===== config.mk =====
export PLATFORM = sky130hd
export DESIGN_NAME = multicycle_controller_flat
export DESIGN_NICKNAME = d
export VERILOG_FILES = /design/src/rtl/multicycle_controller_pkg.sv /design/src/rtl/multicycle_controller_if.sv /design/src/rtl/multicycle_controller_decode.sv /design/src/rtl/multicycle_controller.sv /design/src/flat_wrapper.sv
export SDC_FILE = /design/constraint.sdc
export NUM_CORES = 1
export LEC_CHECK = 0
export CAP_MARGIN = 10
export CORE_MARGIN = 1.5
export CORE_UTILIZATION = 40
export CTS_CLUSTER_SIZE = 10
export DETAILED_ROUTE_END_ITERATION = 12
export PLACE_DENSITY = 0.85
export SLEW_MARGIN = 5
export SYNTH_ARGS = -nofsm -noshare
export SYNTH_HDL_FRONTEND = slang
export SYNTH_SLANG_ARGS = --single-unit

===== constraint.sdc =====
create_clock -name clk -period 2.1 [get_ports clk]
set_input_delay 0.42 -clock clk [delete_from_list [all_inputs] [get_ports clk]]
set_output_delay 0.42 -clock clk [all_outputs]
set_load 0.005 [all_outputs]

===== src/rtl/multicycle_controller_pkg.sv =====
// Shared encodings for the multicycle MIPS-subset controller: opcodes, functs,
// ALU ops, mux selects, FSM states and the control word.
package multicycle_controller_pkg;

  localparam int unsigned ALU_OP_W = 3;
  localparam int unsigned STATE_W  = 4;
  localparam int unsigned OP_W     = 6;
  localparam int unsigned FN_W     = 6;
  localparam int unsigned SEL_W    = 2;

  localparam logic [OP_W-1:0] OP_RTYPE = 6'h00;
  localparam logic [OP_W-1:0] OP_J     = 6'h02;
  localparam logic [OP_W-1:0] OP_JAL   = 6'h03;
  localparam logic [OP_W-1:0] OP_BNE   = 6'h05;
  localparam logic [OP_W-1:0] OP_ADDI  = 6'h08;
  localparam logic [OP_W-1:0] OP_XORI  = 6'h0E;
  localparam logic [OP_W-1:0] OP_LW    = 6'h23;
  localparam logic [OP_W-1:0] OP_SW    = 6'h2B;

  localparam logic [FN_W-1:0] FN_JR  = 6'h08;
  localparam logic [FN_W-1:0] FN_ADD = 6'h20;
  localparam logic [FN_W-1:0] FN_SUB = 6'h22;
  localparam logic [FN_W-1:0] FN_SLT = 6'h2A;

  localparam logic [ALU_OP_W-1:0] ALU_ADD = 3'd0;
  localparam logic [ALU_OP_W-1:0] ALU_SUB = 3'd1;
  localparam logic [ALU_OP_W-1:0] ALU_XOR = 3'd2;
  localparam logic [ALU_OP_W-1:0] ALU_SLT = 3'd3;

  localparam logic [SEL_W-1:0] REGDST_RT  = 2'd0;
  localparam logic [SEL_W-1:0] REGDST_RD  = 2'd1;
  localparam logic [SEL_W-1:0] REGDST_R31 = 2'd2;

  localparam logic [SEL_W-1:0] M2R_ALUOUT = 2'd0;
  localparam logic [SEL_W-1:0] M2R_MDR    = 2'd1;
  localparam logic [SEL_W-1:0] M2R_PC     = 2'd2;

  localparam logic ALUA_PC   = 1'b0;
  localparam logic ALUA_REGA = 1'b1;

  localparam logic [SEL_W-1:0] ALUB_REGB   = 2'd0;
  localparam logic [SEL_W-1:0] ALUB_FOUR   = 2'd1;
  localparam logic [SEL_W-1:0] ALUB_IMM    = 2'd2;
  localparam logic [SEL_W-1:0] ALUB_IMM_SH = 2'd3;

  localparam logic [SEL_W-1:0] PCSRC_ALU    = 2'd0;
  localparam logic [SEL_W-1:0] PCSRC_ALUOUT = 2'd1;
  localparam logic [SEL_W-1:0] PCSRC_JUMP   = 2'd2;
  localparam logic [SEL_W-1:0] PCSRC_REGA   = 2'd3;

  localparam logic IORD_PC     = 1'b0;
  localparam logic IORD_ALUOUT = 1'b1;

  typedef enum logic [STATE_W-1:0] {
    S_FETCH     = 4'd0,
    S_DECODE    = 4'd1,
    S_MEM_ADDR  = 4'd2,
    S_MEM_READ  = 4'd3,
    S_MEM_WB    = 4'd4,
    S_MEM_WRITE = 4'd5,
    S_EXEC_R    = 4'd6,
    S_EXEC_I    = 4'd7,
    S_ALU_WB    = 4'd8,
    S_BRANCH    = 4'd9,
    S_JUMP      = 4'd10,
    S_JAL       = 4'd11,
    S_JR        = 4'd12,
    S_TRAP      = 4'd13
  } state_e;

  typedef struct packed {
    logic                ir_wr;
    logic                pc_wr;
    logic                iord;
    logic                mem_rd;
    logic                mem_wr;
    logic                reg_wr;
    logic [SEL_W-1:0]    regdst;
    logic [SEL_W-1:0]    mem_to_reg;
    logic                alu_src_a;
    logic [SEL_W-1:0]    alu_src_b;
    logic [ALU_OP_W-1:0] alu_op;
    logic [SEL_W-1:0]    pc_src;
  } ctrl_t;

  // DECODE-state dispatch; anything not in the supported subset traps.
  function automatic state_e dispatch(input logic [OP_W-1:0] op, input logic [FN_W-1:0] fn);
    state_e s;
    s = S_TRAP;
    case (op)
      OP_RTYPE: begin
        case (fn)
          FN_ADD, FN_SUB, FN_SLT: s = S_EXEC_R;
          FN_JR:                  s = S_JR;
          default:                s = S_TRAP;
        endcase
      end
      OP_LW, OP_SW:     s = S_MEM_ADDR;
      OP_ADDI, OP_XORI: s = S_EXEC_I;
      OP_BNE:           s = S_BRANCH;
      OP_J:             s = S_JUMP;
      OP_JAL:           s = S_JAL;
      default:          s = S_TRAP;
    endcase
    return s;
  endfunction

endpackage


===== src/rtl/multicycle_controller_if.sv =====
// Controller <-> datapath bundle: IR fields and status in, control word out.
interface multicycle_controller_if;
  import multicycle_controller_pkg::*;

  logic [OP_W-1:0]     opcode;
  logic [FN_W-1:0]     funct;
  logic                alu_zero;
  logic                mem_ready;
  logic                ir_wr;
  logic                pc_wr;
  logic                iord;
  logic                mem_rd;
  logic                mem_wr;
  logic                reg_wr;
  logic [SEL_W-1:0]    regdst;
  logic [SEL_W-1:0]    mem_to_reg;
  logic                alu_src_a;
  logic [SEL_W-1:0]    alu_src_b;
  logic [ALU_OP_W-1:0] alu_op;
  logic [SEL_W-1:0]    pc_src;
  logic                trap;
  logic [STATE_W-1:0]  state;

  modport master (
    input  opcode, funct, alu_zero, mem_ready,
    output ir_wr, pc_wr, iord, mem_rd, mem_wr, reg_wr, regdst, mem_to_reg,
           alu_src_a, alu_src_b, alu_op, pc_src, trap, state
  );

  modport slave (
    output opcode, funct, alu_zero, mem_ready,
    input  ir_wr, pc_wr, iord, mem_rd, mem_wr, reg_wr, regdst, mem_to_reg,
           alu_src_a, alu_src_b, alu_op, pc_src, trap, state
  );
endinterface


===== src/rtl/multicycle_controller_decode.sv =====
// Combinational state -> control word lookup (Moore part of the controller).
module multicycle_controller_decode
  import multicycle_controller_pkg::*;
(
  input  state_e          state_i,
  input  logic [OP_W-1:0] opcode_i,
  input  logic [FN_W-1:0] funct_i,
  output ctrl_t           ctrl_o
);

  always_comb begin
    ctrl_o = '0;
    case (state_i)
      S_FETCH: begin
        // pc_wr/ir_wr are qualified by mem_ready in the top
        ctrl_o.mem_rd    = 1'b1;
        ctrl_o.iord      = IORD_PC;
        ctrl_o.ir_wr     = 1'b1;
        ctrl_o.pc_wr     = 1'b1;
        ctrl_o.alu_src_a = ALUA_PC;
        ctrl_o.alu_src_b = ALUB_FOUR;
        ctrl_o.alu_op    = ALU_ADD;
        ctrl_o.pc_src    = PCSRC_ALU;
      end
      S_DECODE: begin
        ctrl_o.alu_src_a = ALUA_PC;
        ctrl_o.alu_src_b = ALUB_IMM_SH;
        ctrl_o.alu_op    = ALU_ADD;
      end
      S_MEM_ADDR: begin
        ctrl_o.alu_src_a = ALUA_REGA;
        ctrl_o.alu_src_b = ALUB_IMM;
        ctrl_o.alu_op    = ALU_ADD;
      end
      S_MEM_READ: begin
        ctrl_o.mem_rd = 1'b1;
        ctrl_o.iord   = IORD_ALUOUT;
      end
      S_MEM_WB: begin
        ctrl_o.reg_wr     = 1'b1;
        ctrl_o.regdst     = REGDST_RT;
        ctrl_o.mem_to_reg = M2R_MDR;
      end
      S_MEM_WRITE: begin
        ctrl_o.mem_wr = 1'b1;
        ctrl_o.iord   = IORD_ALUOUT;
      end
      S_EXEC_R: begin
        ctrl_o.alu_src_a = ALUA_REGA;
        ctrl_o.alu_src_b = ALUB_REGB;
        case (funct_i)
          FN_SUB:  ctrl_o.alu_op = ALU_SUB;
          FN_SLT:  ctrl_o.alu_op = ALU_SLT;
          default: ctrl_o.alu_op = ALU_ADD;
        endcase
      end
      S_EXEC_I: begin
        ctrl_o.alu_src_a = ALUA_REGA;
        ctrl_o.alu_src_b = ALUB_IMM;
        ctrl_o.alu_op    = (opcode_i == OP_XORI) ? ALU_XOR : ALU_ADD;
      end
      S_ALU_WB: begin
        ctrl_o.reg_wr     = 1'b1;
        ctrl_o.mem_to_reg = M2R_ALUOUT;
        ctrl_o.regdst     = (opcode_i == OP_RTYPE) ? REGDST_RD : REGDST_RT;
      end
      S_BRANCH: begin
        // pc_wr is qualified by ~alu_zero in the top
        ctrl_o.alu_src_a = ALUA_REGA;
        ctrl_o.alu_src_b = ALUB_REGB;
        ctrl_o.alu_op    = ALU_SUB;
        ctrl_o.pc_src    = PCSRC_ALUOUT;
        ctrl_o.pc_wr     = 1'b1;
      end
      S_JUMP: begin
        ctrl_o.pc_src = PCSRC_JUMP;
        ctrl_o.pc_wr  = 1'b1;
      end
      S_JAL: begin
        ctrl_o.reg_wr     = 1'b1;
        ctrl_o.regdst     = REGDST_R31;
        ctrl_o.mem_to_reg = M2R_PC;
        ctrl_o.pc_src     = PCSRC_JUMP;
        ctrl_o.pc_wr      = 1'b1;
      end
      S_JR: begin
        ctrl_o.pc_src = PCSRC_REGA;
        ctrl_o.pc_wr  = 1'b1;
      end
      default: ctrl_o = '0;
    endcase
  end

endmodule


===== src/rtl/multicycle_controller.sv =====
// Multicycle MIPS-subset control FSM: state register, dispatch, sticky trap,
// and the mem_ready / alu_zero / reset qualification of the write enables.
module multicycle_controller
  import multicycle_controller_pkg::*;
(
  input  logic                      clk,
  input  logic                      reset,
  multicycle_controller_if.master   bus
);

  state_e state_q, state_d;
  logic   trap_q, trap_d;
  ctrl_t  ctrl;
  logic   pc_gate;

  multicycle_controller_decode u_decode (
    .state_i  (state_q),
    .opcode_i (bus.opcode),
    .funct_i  (bus.funct),
    .ctrl_o   (ctrl)
  );

  always_comb begin
    state_d = S_FETCH;
    case (state_q)
      S_FETCH:     state_d = bus.mem_ready ? S_DECODE : S_FETCH;
      S_DECODE:    state_d = dispatch(bus.opcode, bus.funct);
      S_MEM_ADDR:  state_d = (bus.opcode == OP_LW) ? S_MEM_READ : S_MEM_WRITE;
      S_MEM_READ:  state_d = bus.mem_ready ? S_MEM_WB : S_MEM_READ;
      S_MEM_WRITE: state_d = bus.mem_ready ? S_FETCH : S_MEM_WRITE;
      S_EXEC_R,
      S_EXEC_I:    state_d = S_ALU_WB;
      S_TRAP:      state_d = S_TRAP;
      default:     state_d = S_FETCH;
    endcase
    trap_d = trap_q | (state_d == S_TRAP);
  end

  always_ff @(posedge clk) begin
    if (reset) begin
      state_q <= S_FETCH;
      trap_q  <= 1'b0;
    end else begin
      state_q <= state_d;
      trap_q  <= trap_d;
    end
  end

  always_comb begin
    case (state_q)
      S_FETCH:  pc_gate = bus.mem_ready;
      S_BRANCH: pc_gate = ~bus.alu_zero;
      default:  pc_gate = 1'b1;
    endcase
  end

  // Writes are suppressed in a reset cycle so an aborted instruction leaves no side effect
  assign bus.ir_wr      = ctrl.ir_wr & bus.mem_ready & ~reset;
  assign bus.pc_wr      = ctrl.pc_wr & pc_gate & ~reset;
  assign bus.mem_wr     = ctrl.mem_wr & ~reset;
  assign bus.reg_wr     = ctrl.reg_wr & ~reset;
  assign bus.mem_rd     = ctrl.mem_rd;
  assign bus.iord       = ctrl.iord;
  assign bus.regdst     = ctrl.regdst;
  assign bus.mem_to_reg = ctrl.mem_to_reg;
  assign bus.alu_src_a  = ctrl.alu_src_a;
  assign bus.alu_src_b  = ctrl.alu_src_b;
  assign bus.alu_op     = ctrl.alu_op;
  assign bus.pc_src     = ctrl.pc_src;
  assign bus.trap       = trap_q;
  assign bus.state      = STATE_W'(state_q);

endmodule


===== src/flat_wrapper.sv =====
// flat-port wrapper written by rule: the top's interface ports become plain ports
module multicycle_controller_flat import multicycle_controller_pkg::*;
  (clk, reset, bus_opcode, bus_funct, bus_alu_zero, bus_mem_ready, bus_ir_wr, bus_pc_wr, bus_iord, bus_mem_rd, bus_mem_wr, bus_reg_wr, bus_regdst, bus_mem_to_reg, bus_alu_src_a, bus_alu_src_b, bus_alu_op, bus_pc_src, bus_trap, bus_state);
  multicycle_controller_if bus_i ();
  input  logic clk;
  input  logic reset;
  input wire logic [$bits(bus_i.opcode)-1:0] bus_opcode;
  input wire logic [$bits(bus_i.funct)-1:0] bus_funct;
  input wire logic [$bits(bus_i.alu_zero)-1:0] bus_alu_zero;
  input wire logic [$bits(bus_i.mem_ready)-1:0] bus_mem_ready;
  output wire logic [$bits(bus_i.ir_wr)-1:0] bus_ir_wr;
  output wire logic [$bits(bus_i.pc_wr)-1:0] bus_pc_wr;
  output wire logic [$bits(bus_i.iord)-1:0] bus_iord;
  output wire logic [$bits(bus_i.mem_rd)-1:0] bus_mem_rd;
  output wire logic [$bits(bus_i.mem_wr)-1:0] bus_mem_wr;
  output wire logic [$bits(bus_i.reg_wr)-1:0] bus_reg_wr;
  output wire logic [$bits(bus_i.regdst)-1:0] bus_regdst;
  output wire logic [$bits(bus_i.mem_to_reg)-1:0] bus_mem_to_reg;
  output wire logic [$bits(bus_i.alu_src_a)-1:0] bus_alu_src_a;
  output wire logic [$bits(bus_i.alu_src_b)-1:0] bus_alu_src_b;
  output wire logic [$bits(bus_i.alu_op)-1:0] bus_alu_op;
  output wire logic [$bits(bus_i.pc_src)-1:0] bus_pc_src;
  output wire logic [$bits(bus_i.trap)-1:0] bus_trap;
  output wire logic [$bits(bus_i.state)-1:0] bus_state;
  assign bus_i.opcode = bus_opcode;
  assign bus_i.funct = bus_funct;
  assign bus_i.alu_zero = bus_alu_zero;
  assign bus_i.mem_ready = bus_mem_ready;
  assign bus_ir_wr = bus_i.ir_wr;
  assign bus_pc_wr = bus_i.pc_wr;
  assign bus_iord = bus_i.iord;
  assign bus_mem_rd = bus_i.mem_rd;
  assign bus_mem_wr = bus_i.mem_wr;
  assign bus_reg_wr = bus_i.reg_wr;
  assign bus_regdst = bus_i.regdst;
  assign bus_mem_to_reg = bus_i.mem_to_reg;
  assign bus_alu_src_a = bus_i.alu_src_a;
  assign bus_alu_src_b = bus_i.alu_src_b;
  assign bus_alu_op = bus_i.alu_op;
  assign bus_pc_src = bus_i.pc_src;
  assign bus_trap = bus_i.trap;
  assign bus_state = bus_i.state;
  multicycle_controller u_core (.clk(clk), .reset(reset), .bus(bus_i));
endmodule

==> flow_metrics.py <==
metrics = {
    "cts": {
        "cts_tree": "built",
        "clockRootBuffer": "clkbuf_4",
        "postCtsHoldBufs": 0,
        "cts_buffers": 3,
        "h-tree-depth": 1,
        "path_clk_slew_ps": 50,
        "clock_latency_ps": 250,
        "clockBufferDepth": 2,
        "clock-sinks": 5,
    },
    "sta": {
        "maxClockFrequency_mhz": 475,
        "finalCritPeriodShare_pct": 100,
        "fin_ws_ps": -5.76,
        "finalSetupViolations": 1,
        "skew_ps": 6.99,
        "rsz0062_at_grt": "yes",
        "hold_violations": 0,
        "slew_violations": 0,
        "finalCriticalPeriod_ps": 2110,
    },
    "detailed_routing": {
        "first_pass_iters": 4,
        "dr.first_iter.drc_count": 36,
        "routed_via_density": 5.60,
        "ant_nets": 0,
        "wl_per_cell_um": 14.4,
        "vias": 1181,
        "drt-total-wl_um": 3040,
        "route.detailed.drc": 0,
    },
    "global_route": {
        "grt_max_degree": 13,
        "gr-usage-all-layers_pct": 23.6,
        "grt_pass1_vias": 1086,
        "antenna_found_initial": 0,
        "grt_overflow": 0,
        "grt_first_pass_wirelength_um": 4660,
    },
    "placement": {
        "place_congestion": 0.878,
        "postPlaceCellArea_sq_um": 1360,
        "hpwl_um": 2100,
        "dp_slack_ps": -497,
        "io_buffers": 37,
    },
    "hold_path": {
        "min_path_type": "flop to flop",
    },
    "run_status": {
        "violations": "negative setup slack",
        "status": "complete, but fails checks",
    },
    "logic_synthesis": {
        "ys_seq_elements": 5,
        "synthCells": 128,
        "synth_cell_type_count": 44,
        "syn_area_per_cell_sq_um": 6.72,
        "ys.flop_type": "dfxtp_1",
        "syn_area_sq_um": 860,
        "seq_area_frac_synth_pct": 11.6,
        "syn_nets": 144,
        "yosysWarnings": 0,
        "async_flop_share_pct": 0,
        "synth-edff-count": 0,
    },
    "cells_and_area": {
        "design_area_sq_um": 1490,
        "final_cell_mix": "21 x clkdlybuf4s50_1, 21 x buf_4, 12 x nand2_1",
        "antenna_cells": 0,
        "nNetsFinal": 201,
        "final_layout_size_suffix_gt1_share_pct": 32.1,
        "fillers": 156,
        "syn2layout_area_growth_pct": 72.8,
    },
    "setup_path": {
        "crit_slowest_cell": "clkdlybuf4s50_1",
        "cp.arrival_ps": 1690,
        "critPathBufInv": 1,
        "required_ps": 1680,
        "cp_max_fo": 8,
        "crit_family": "buffers and inverters",
        "cpPeakStageDelay_ps": 490,
        "endpoint_kind": "output port",
        "startpoint_type": "flop",
        "critPathKind": "flop to output port",
        "worstPathCellList": "nand2b_4 > o21ai_0 > and2_1 > clkdlybuf4s50_1",
    },
    "power": {
        "p_leak_nw": 0.644,
        "peakVddDrop_mv": 0.389,
        "p_per_area_nw_per_um2": 445,
    },
    "run": {
        "cap_violations": 0,
    },
    "floorplanning": {
        "die_area_sq_um": 2440,
        "chipWidth_um": 49.4,
        "core_area_sq_um": 2000,
        "initial_core_util_pct": 42.9,
        "io_pins": 39,
        "num_rows": 16,
        "die-height_um": 49.4,
    },
}
per-layer routing:
layer  up-vias  global-route usage (%)  wire length, um
li1        568                       -                -
met1       551                    26.3             1120
met2        58                    45.7             1740
met3         4                    3.99              142
met4         0                    5.24               31
met5         -                       0                0
through the flow:
step | hold WS, ps | utilization [%] | cells | power, W | TNS, ps
2_1_floorplan | 459 | - | 128 | 0.000321 | 0
3_3_place_gp | 461 | 67.9 | 205 | 0.000485 | -1410
3_5_place_dp | 466 | 67.9 | 205 | 0.000500 | -1980
4_1_cts | 473 | 71.2 | 211 | 0.000625 | 0
5_1_grt | 502 | 74.2 | 211 | 0.000711 | -95.6
6_report | 472 | 74.2 | 211 | 0.000662 | -5.76
registers in the layout (all words and copies together), names as in the netlist:
| signal | flops |
|---|---|
| u_core.bus.state | 4 |
| u_core.bus.trap | 1 |
worst register-to-register path, stage by stage (launching register included):
cell and delay, ps:
dfxtp_4 380, buf_4 180, nand2b_1 180, a32oi_1 250
o21ai_0 120, o31ai_1 310, o32ai_1 140
cells in the mapped netlist, drive strengths merged, types with 3 or more instances:
cell type  instances  share of area [%]
nand3b             4                3.5
a211oi             3                2.6
or2                3                2.2
and2               3                2.2
nand3              4                2.3
o31ai              3                2.6
inv                5                2.2
dfxtp              5                 12
a21oi              6                3.9
nor3               9                5.2
buf                9                8.6
nor2b              5                3.9
nand2b             7                5.1
nor4               3                2.9
nand2             12                5.2
mux2i              3                3.5
nor2              14                6.4
o21ai              7                4.9
area by class of cell:
cell class,count,area (sq um),area share [%]
Timing Repair Buffer,62,548,36.9
Multi-Input combinational cell,108,746,50.2
Inverter,5,18.8,1.26
Sequential cell,5,113,7.58
Clock buffer,4,26.3,1.77
Tap cell,27,33.8,2.27
what timing repair did:
action                     4_1_cts  5_1_grt
gates resized for setup         37       17
setup endpoints to repair       15       10
pin swaps                        7        4
buffers inserted                 2        1
cloned                           0        0
worst paths after layout:
check,start,endpoint,slack [ps],cells after the start
setup / recovery,u_core.bus.state[1],bus_pc_src[1],-6,4
hold / removal,u_core.bus.trap,u_core.bus.trap,470,2
setup reg to reg,u_core.bus.state[3],u_core.bus.trap,420,6
hold reg to reg,u_core.bus.trap,u_core.bus.trap,470,2
cells by family after synthesis:
kind of cell | synth area share (%)
XOR/XNOR | 3.06
AO/OA/AOI/OAI | 24.9
flip-flops | 11.6
other | 0.436
AND/OR/NAND/NOR | 45.3
multiplexers | 3.49
buffers and inverters | 11.2
power by group:
part           internal [W]  switching [W]
clock             0.0000721      0.0000433
combinational      0.000217       0.000192
sequential         0.000108      0.0000285
total              0.000397       0.000264
Note: power is estimated with default switching activity, not from simulation.
